--- src/rtl/inverse_lifting_block_pkg.sv ---
// Shared types and helpers for the inverse 5/3 lifting datapath.
package inverse_lifting_block_pkg;
  localparam int DATA_W_DEF = 32;
  // Working width for lifting sums; must be at least DATA_W+2.
  localparam int MAX_W = 64;

  typedef enum logic [2:0] {
    FILL, WAIT, OUT_E, OUT_O, TAIL_E, TAIL_O
  } ilwt_state_t;

  // Arithmetic right shift: floor division by 2**sh on a sign-extended sum.
  function automatic logic signed [MAX_W-1:0] asr(input logic signed [MAX_W-1:0] s,
                                                  input int unsigned sh);
    return s >>> sh;
  endfunction
endpackage

--- src/rtl/ilwt_lift_alu.sv ---
// Combinational lifting arithmetic: even update, odd predict and mirrored tail odd.
module ilwt_lift_alu
  import inverse_lifting_block_pkg::*;
#(
  parameter int DATA_W = DATA_W_DEF
) (
  input  logic              first,
  input  logic [DATA_W-1:0] an,
  input  logic [DATA_W-1:0] dn,
  input  logic [DATA_W-1:0] e_prev,
  input  logic [DATA_W-1:0] e_cur,
  input  logic [DATA_W-1:0] d_prev,
  input  logic [DATA_W-1:0] d_cur,
  output logic [DATA_W-1:0] e_new,
  output logic [DATA_W-1:0] odd,
  output logic [DATA_W-1:0] tail_odd
);
  function automatic logic signed [MAX_W-1:0] sx(input logic [DATA_W-1:0] v);
    return MAX_W'($signed(v));
  endfunction

  logic signed [MAX_W-1:0] s_upd;
  logic signed [MAX_W-1:0] s_pred;

  always_comb begin
    // Pair 0 has no left neighbour: mirror d[-1] = d[0].
    s_upd    = sx(first ? dn : d_cur) + sx(dn) + MAX_W'(2);
    s_pred   = sx(e_prev) + sx(e_cur);
    e_new    = DATA_W'(sx(an) - asr(s_upd, 2));
    odd      = DATA_W'(sx(d_prev) + asr(s_pred, 1));
    tail_odd = DATA_W'(sx(d_cur) + sx(e_cur));
  end
endmodule

--- src/rtl/inverse_lifting_block.sv ---
// Streaming inverse integer 5/3 lifting: (a[n], d[n]) pairs in, x[0..2N+1] samples out.
module inverse_lifting_block
  import inverse_lifting_block_pkg::*;
#(
  parameter int DATA_W = DATA_W_DEF
) (
  input  logic              clk,
  input  logic              rst,
  input  logic              in_valid,
  output logic              in_ready,
  input  logic [DATA_W-1:0] an,
  input  logic [DATA_W-1:0] dn,
  input  logic              in_last,
  output logic              out_valid,
  input  logic              out_ready,
  output logic [DATA_W-1:0] xn,
  output logic              out_last
);
  ilwt_state_t       state;
  logic [DATA_W-1:0] e_prev, e_cur, d_prev, d_cur;
  logic [DATA_W-1:0] e_new, odd, tail_odd;
  logic              last_flag;
  logic              take;

  assign in_ready = (state == FILL) || (state == WAIT);
  assign take     = in_ready && in_valid;

  ilwt_lift_alu #(.DATA_W(DATA_W)) u_alu (
    .first    (state == FILL),
    .an       (an),
    .dn       (dn),
    .e_prev   (e_prev),
    .e_cur    (e_cur),
    .d_prev   (d_prev),
    .d_cur    (d_cur),
    .e_new    (e_new),
    .odd      (odd),
    .tail_odd (tail_odd)
  );

  always_ff @(posedge clk) begin
    if (rst) begin
      state     <= FILL;
      e_prev    <= '0;
      e_cur     <= '0;
      d_prev    <= '0;
      d_cur     <= '0;
      last_flag <= 1'b0;
      out_valid <= 1'b0;
      xn        <= '0;
      out_last  <= 1'b0;
    end else begin
      if (take) begin
        d_prev    <= d_cur;
        d_cur     <= dn;
        e_prev    <= e_cur;
        e_cur     <= e_new;
        last_flag <= last_flag | in_last;
      end
      case (state)
        FILL: if (in_valid) begin
          if (in_last) begin
            state     <= TAIL_E;
            out_valid <= 1'b1;
            xn        <= e_new;
          end else begin
            state <= WAIT;
          end
        end
        // e_cur becomes e_prev on this accept, so it is x[2n-2].
        WAIT: if (in_valid) begin
          state     <= OUT_E;
          out_valid <= 1'b1;
          xn        <= e_cur;
        end
        OUT_E: if (out_ready) begin
          state <= OUT_O;
          xn    <= odd;
        end
        OUT_O: if (out_ready) begin
          if (last_flag) begin
            state <= TAIL_E;
            xn    <= e_cur;
          end else begin
            state     <= WAIT;
            out_valid <= 1'b0;
          end
        end
        TAIL_E: if (out_ready) begin
          state    <= TAIL_O;
          xn       <= tail_odd;
          out_last <= 1'b1;
        end
        TAIL_O: if (out_ready) begin
          state     <= FILL;
          out_valid <= 1'b0;
          out_last  <= 1'b0;
          last_flag <= 1'b0;
        end
        default: state <= FILL;
      endcase
    end
  end
endmodule

--- config.mk ---
export PLATFORM = sky130hd
export DESIGN_NAME = inverse_lifting_block
export DESIGN_NICKNAME = d
export VERILOG_FILES = /design/src/rtl/inverse_lifting_block_pkg.sv /design/src/rtl/ilwt_lift_alu.sv /design/src/rtl/inverse_lifting_block.sv
export SDC_FILE = /design/constraint.sdc
export NUM_CORES = 1
export LEC_CHECK = 0
export ABC_AREA = 1
export BUFFER_PORTS_ARGS = -buffer_cell sky130_fd_sc_hd__buf_2
export CORE_MARGIN = 2
export CORE_UTILIZATION = 68
export CTS_CLUSTER_DIAMETER = 40
export DETAILED_ROUTE_END_ITERATION = 8
export PLACE_DENSITY = 0.95
export SLEW_MARGIN = 5
export SYNTH_ARGS = -nofsm -noshare
export SYNTH_HDL_FRONTEND = slang
export SYNTH_SLANG_ARGS = --single-unit
--- constraint.sdc ---
create_clock -name clk -period 8.9 [get_ports clk]
set_input_delay 0.445 -clock clk [delete_from_list [all_inputs] [get_ports clk]]
set_output_delay 0.445 -clock clk [all_outputs]
set_load 0.02 [all_outputs]
==> results of run 1 <==
[worst register-to-register path, delay by kind of cell, from the launching register on]
family | cells | cell delay, ns
buf+inv | 2 | 1.01
simple gates | 24 | 4.23
fa+ha+maj | 2 | 0.63
compound gates | 3 | 0.48
flops | 1 | 0.38
xor+xnor | 1 | 0.15
[cells in the final DEF (no fill, tap or decap), types with 5 or more instances in the layout]
master	count
buf_4	8
o21ai_0	236
nor3_1	28
o31ai_1	6
ha_1	156
clkinv_8	6
nor2_2	11
inv_2	11
clkbuf_16	17
inv_1	269
nand2_2	18
o221ai_1	8
xnor2_1	26
nor2_4	8
a21oi_1	263
o211ai_1	29
nand2_1	623
buf_2	103
nand4_1	35
dfxtp_1	166
nand3b_1	22
nor4_1	9
fa_1	5
o2111ai_1	6
nand3_1	133
a21boi_0	9
o21ai_1	5
a21o_1	21
a31oi_1	17
xor2_1	60
or2_2	28
o21a_1	11
nor2_1	344
nand2_4	5
o21bai_1	18
[routing by layer]
| layer | wire length (um) | up-vias | GRT usage | part of all wire |
|---|---|---|---|---|
| met2 | 25800 | 1118 | 0.717 | 0.45 |
| met4 | 2890 | 0 | 0.199 | 0.050 |
| met1 | 22300 | 8686 | 0.541 | 0.39 |
| li1 | - | 9165 | - | - |
| met3 | 6290 | 204 | 0.0896 | 0.11 |
| met5 | 0 | - | 0 | 0 |
[worst max-delay path by stage]
stage	endpoint	slack, ns	depth (start not counted)
floorplan	xn[26]	4.18	36
global placement	xn[25]	2.33	36
detailed placement	xn[25]	2.18	36
CTS	xn[25]	2.16	36
global route	xn[25]	1.48	36
finish	xn[22]	1.94	32
[registers in the layout, indices dropped and copies added, names as in the netlist]
register   flops
d_prev        32
xn            32
e_cur         32
out_valid      1
out_last       1
e_prev        32
d_cur         32
last_flag      1
state          3
[cell families (layout without fill, tap and decap cells)]
family | after synthesis | count (layout)
AO/OA/AOI/OAI | 648 | 648
AND/OR/NAND/NOR | 1282 | 1282
flip-flops | 166 | 166
adder cells (fa/ha/maj) | 161 | 161
buffers and inverters | 349 | 424
XOR/XNOR | 88 | 88
[metrics by stage]
stage | util | cells | hold WS, ns
2_1_floorplan | - | 2694 | 0.460
3_3_place_gp | 0.720 | 3061 | 0.432
3_5_place_dp | 0.720 | 3061 | 0.438
4_1_cts | 0.746 | 3093 | 0.253
5_1_grt | 0.746 | 3093 | 0.266
6_report | 0.746 | 3093 | 0.249
[cell type report]
class                      count  area, um2
clock buffer                  17        425
clock inverter                15        195
fill                        2017       6150
inverter                     281       1050
multi-input combinational   2179      12000
sequential                   166       3320
tap                          324        405
timing repair buffer         111        576
==> key figures, run 1 <==
Cells and area
  – Area growth syn-to-layout: 8.04%
  – Nets@finish: 2986
  – Antenna diodes: 0
  – Post-route cell area: 18000 um2
  – Layout cells sized above 1: 0.0881

GRT
  – Largest net degree at the start of global routing: approximately 120
  – Initial antenna violation count: 0
  – First-pass GRT wire length: 89400 um
  – Vias in the first global route: 17800
  – Total congestion overflow: 0
  – All-Layer GR Usage: 0.433

Die
  – Die footprint: 25800 um2
  – Cell Rows: 57
  – Die width: 161 um
  – IO Pins: about 100
  – Core region area: between 20000 and 25000 um2
  – Die Y: 161 um
  – Initial Util: 0.690

Yosys
  – Post-synth top cells: nand2_1, nor2_1, inv_1, a21oi_1, o21ai_0
  – Synth Cell Area: 16700 um2
  – Synth unique cells: 59
  – Synth Area in Simple Gates: 0.334
  – XOR/XNOR Fraction of Synth Area: 0.0478
  – Area share of the largest cell type after synthesis: 0.199
  – FFs w/ async S/R, synth: 0
  – Synth warn: 0
  – Largest family of logic cells by synthesized area: simple AND/OR/NAND/NOR gates
  – Leading area contributor after synthesis: dfxtp_1
  – Sequential share of the synthesized area: 0.199
  – Net Count, Synth: 2924
  – Mapped Cells: 2694
  – Syn_area_per_cell: 6.19 um2
  – Ys flop type: dfxtp_1
  – Compound-cell area share of the yosys netlist: 0.217
  – Synth Area in Adders: 0.123
  – Most common cell in the synthesized netlist: nand2_1
  – Multiplexer share of the synthesized area: 0
  – Synth area leaders: dfxtp_1, nand2_1, ha_1
  – Synth Register Bits: 166
  – Number of synthesized flops with an enable pin: 0

Routing
  – Drt drc: 0
  – DRT iter0 DRCs: 2096
  – DR vias: 19200
  – Routed Wire Length: 57300 um
  – Wire length per cell: 18.5 um
  – Post-DRT Antenna Nets: 0
  – First-pass iteration count of the detailed router: 9
  – Vias per Instance: 6.20

Timing
  – Final hold violation count: 0
  – Fmax: 0.144 GHz
  – Worst setup margin: 1.94 ns
  – Tcrit/Tclk final: 0.782
  – Setup TNS: 0 ns
  – Final Slew Violations: 0
  – Rel. slew slack: 0.247
  – Slew @ Worst Pin: 1.13 ns
  – Max Clock Skew: 0.0184 ns
  – Unrepaired setup endpoints after global routing: no
  – Minimum clock period after layout: 6.96 ns
  – Final setup viols: 0

Worst hold path
  – Worst hold start: dn[30]
  – Worst hold path depth: 3
  – Worst Hold Path EP: d_cur[30]
  – HP Class: in -> reg

Placed design
  – Cell Area, Placed: 17400 um2
  – Dpl ws: 2.18 ns
  – # port buffers: 103
  – DP HPWL: 44600 um
  – Gpl congestion: 1.09

Worst setup path
  – Max incr delay on CP: slightly above 0.9 ns
  – CP endpoint kind: flop
  – Critical Path AT: around 7.3 ns
  – Worst Setup SP: state[0]
  – Setup crit start kind: flop
  – Reg2reg start: state[0]
  – Slowest-stage cell, CP: inv_1
  – CP bufs+invs: 2
  – R2R cell count: 32
  – Reg2Reg Setup Slack: 1.94 ns
  – Critical path's top delay family: simple AND/OR/NAND/NOR gates
  – Maximum fanout along the worst path: 37
  – Reg2reg end: xn[22]
  – Critical Path RT: just over 9 ns
  – Crit path top cell by count: nand2_1
  – Crit Path Category: reg -> reg

Clock tree
  – CTS tree: yes
  – Worst-Skew Late Latency: 0.45 ns
  – CTS Buf Count: 17
  – # hold bufs at CTS: 0
  – H-Tree Depth: 4
  – Clk pin slew, worst setup/hold paths: 0.08 ns
  – Postcts setup bufs: 0
  – Number of gates resized after CTS: 0
  – Total clock sinks: 166
  – Clock Path Buffers: 2
  – Root Driver: clkbuf_16

Outcome
  – Outcome: completed

Job
  – Maxcap violations: 0
Power of run 1 is left out: the tool's default activity adds up to more than one toggle a clock period on the data nets, which glitch-free logic cannot reach.
==> inputs of run 2 (changes only) <==
Settings changed: ABC_AREA 1 to 0, CORE_UTILIZATION 68 to 57, PLACE_DENSITY 0.95 to 0.89.
Clock period 8.9 ns to 5.8 ns, I/O delays scaled along.
==> key figures, run 2 <==
Job
  – Maxcap violations: 0

Clock tree
  – Root Driver: clkbuf_16
  – Clock Path Buffers: 2
  – CTS tree: yes
  – Clk pin slew, worst setup/hold paths: 0.08 ns
  – CTS Buf Count: 17
  – Worst-Skew Late Latency: roughly 0.45 ns
  – Total clock sinks: 166
  – H-Tree Depth: 4

Worst setup path
  – Crit Path Category: reg -> reg
  – Critical Path RT: 6.14 ns
  – CP bufs+invs: 5
  – Maximum fanout along the worst path: 5
  – Critical Path AT: 6.65 ns
  – Crit path top cell by count: buf_4
  – Setup crit start kind: flop
  – CP endpoint kind: flop
  – Max incr delay on CP: 0.37 ns
  – Critical path's top delay family: compound AO/OA/AOI/OAI gates
  – Slowest-stage cell, CP: ha_1

Timing
  – Minimum clock period after layout: 6.31 ns
  – Max Clock Skew: ~0.017 ns
  – Setup TNS: -4.20 ns
  – Final hold violation count: 0
  – Final Slew Violations: 0
  – Unrepaired setup endpoints after global routing: yes
  – Slew @ Worst Pin: 1.12 ns
  – Final setup viols: 19
  – Rel. slew slack: 0.250
  – Worst setup margin: -0.510 ns
  – Tcrit/Tclk final: 1.09
  – Fmax: roughly 0.16 GHz

Routing
  – First-pass iteration count of the detailed router: 9
  – Vias per Instance: 6.90
  – DRT iter0 DRCs: 2432
  – Routed Wire Length: 60700 um
  – DR vias: between 15000 and 20000
  – Wire length per cell: 22.1 um
  – Drt drc: 3
  – Post-DRT Antenna Nets: 0

Pwr
  – Part of the power in combinational logic: 0.727
  – Leak: 8.81 nW
  – Sw frac: 0.493
  – Worst VDD drop: 0.236 mV
  – Clock share of power: 0.113
  – Sequential share of power: 0.160
  – Pint: 0.00532 W
  – Net Sw Power: ~0.0052 W
  – Power Total: roughly 0.010 W
  – Power Dens Cells: 529 nW/um2

Yosys
  – Syn_area_per_cell: 7.49 um2
  – Synth Cell Area: 15800 um2
  – Most common cell in the synthesized netlist: nand2_1
  – Number of synthesized flops with an enable pin: 0
  – Synth Register Bits: between 150 and 200
  – Area share of the largest cell type after synthesis: 0.211
  – Synth area leaders: dfxtp_1, ha_1, nand2_1
  – Post-synth top cells: nand2_1, a21oi_1, dfxtp_1, ha_1, nor2_1
  – Leading area contributor after synthesis: dfxtp_1
  – Net Count, Synth: 2334
  – Sequential share of the synthesized area: 0.211
  – Ys flop type: dfxtp_1
  – Synth warn: 0
  – Synth unique cells: between 100 and 150
  – Mapped Cells: 2104
  – FFs w/ async S/R, synth: 0

GRT
  – All-Layer GR Usage: 0.361
  – Vias in the first global route: 17000
  – Initial antenna violation count: 1
  – Largest net degree at the start of global routing: between 90 and 100
  – First-pass GRT wire length: 84200 um
  – Total congestion overflow: 0

Die
  – Die Y: around 170 um
  – Die footprint: 29000 um2
  – Initial Util: 0.583
  – Cell Rows: 60
  – Die width: 170 um
  – IO Pins: 104
  – Core region area: around 27000 um2

Worst hold path
  – HP Class: in -> reg

Outcome
  – Failing checks: design-rule violations, negative setup slack
  – Outcome: finished with violations

Cells and area
  – Post-route cell area: 19800 um2
  – Most frequent cells in the layout: nand2_1, a21oi_1, buf_4
  – Commonest non-fill, non-tap cell in the layout: nand2_1
  – Fill count: ~1800
  – Nets@finish: 2621
  – Layout cells sized above 1: 0.248
  – Area growth syn-to-layout: 25.9%

Placed design
  – DP HPWL: just under 40000 um
  – Gpl congestion: 1.02
  – Cell Area, Placed: 18100 um2
  – # port buffers: just over 100
  – Dpl ws: -0.320 ns
[run 2: logic make-up after synthesis]
family	share of synthesized area
buffers and inverters	0.0320
AO/OA/AOI/OAI	0.294
AND/OR/NAND/NOR	0.219
multiplexers	0.0280
adder cells (fa/ha/maj)	0.130
flip-flops	0.211
XOR/XNOR	0.0856
[run 2: final timing paths]
path	start	to	slack (ns)	cells after the start
worst max-delay path	state[0]	xn[30]	-0.51	30
worst min-delay path	dn[28]	d_cur[28]	0.09	3
worst max register to register	state[0]	xn[30]	-0.51	30
worst min register to register	e_prev[3]	e_prev[3]	0.46	2
[run 2: what timing repair did]
item	CTS	global route
pin swaps	40	64
setup buffers	18	20
hold buffers	0	0
gates cloned	1	0
resized for setup	47	121
endpoints found under the setup margin	13	34
[run 2: cell type report]
class                   count  area (um2)  share of cell area
multi-input cells        1808       12800               0.646
flip-flops and latches    166        3330               0.168
repair buffers            356        2500               0.126
clock buffers              22         474              0.0239
well taps                 341         427              0.0215
inverters                  42         165             0.00833
clock inverters            10         120             0.00606
diodes                      1        2.50            0.000126
[run 2: worst register-to-register path: cells and delay by family, from the launching register on]
| family | cells | cell delay [ns] |
|---|---|---|
| AND/OR/NAND/NOR | 8 | 1.01 |
| AO/OA/AOI/OAI | 11 | 2.44 |
| multiplexers | 2 | 0.67 |
| buffers and inverters | 5 | 0.74 |
| adder cells (fa/ha/maj) | 2 | 0.60 |
| XOR/XNOR | 2 | 0.41 |
| flip-flops | 1 | 0.35 |
[run 2: metrics by stage]
stage / hold slack, ns / util / cells
3_3_place_gp: 0.441 / 0.671 / 2675
6_report: 0.0949 / 0.734 / 2746
2_1_floorplan: 0.426 / - / 2104
4_1_cts: 0.0903 / 0.706 / 2726
5_1_grt: 0.114 / 0.734 / 2746
3_5_place_dp: 0.454 / 0.671 / 2675
[run 2: metal layers]
metal	vias to the layer above	routed length, um	share of wire	global-route usage
met3	468	7830	0.13	0.0630
met2	1571	26600	0.44	0.592
met4	0	4270	0.070	0.162
met1	8655	22000	0.36	0.464
li1	8262	-	-	-
met5	-	0	0	0
[run 2: power groups by stage]
stage               logic [W]  clock network, W  registers, W
floorplan             0.00410                 0       0.00169
global placement      0.00599                 0       0.00165
detailed placement    0.00621                 0       0.00167
CTS                   0.00651           0.00117       0.00164
global route          0.00799           0.00122       0.00168
finish                0.00762           0.00119       0.00167
Power figures use the tool's default switching activity.
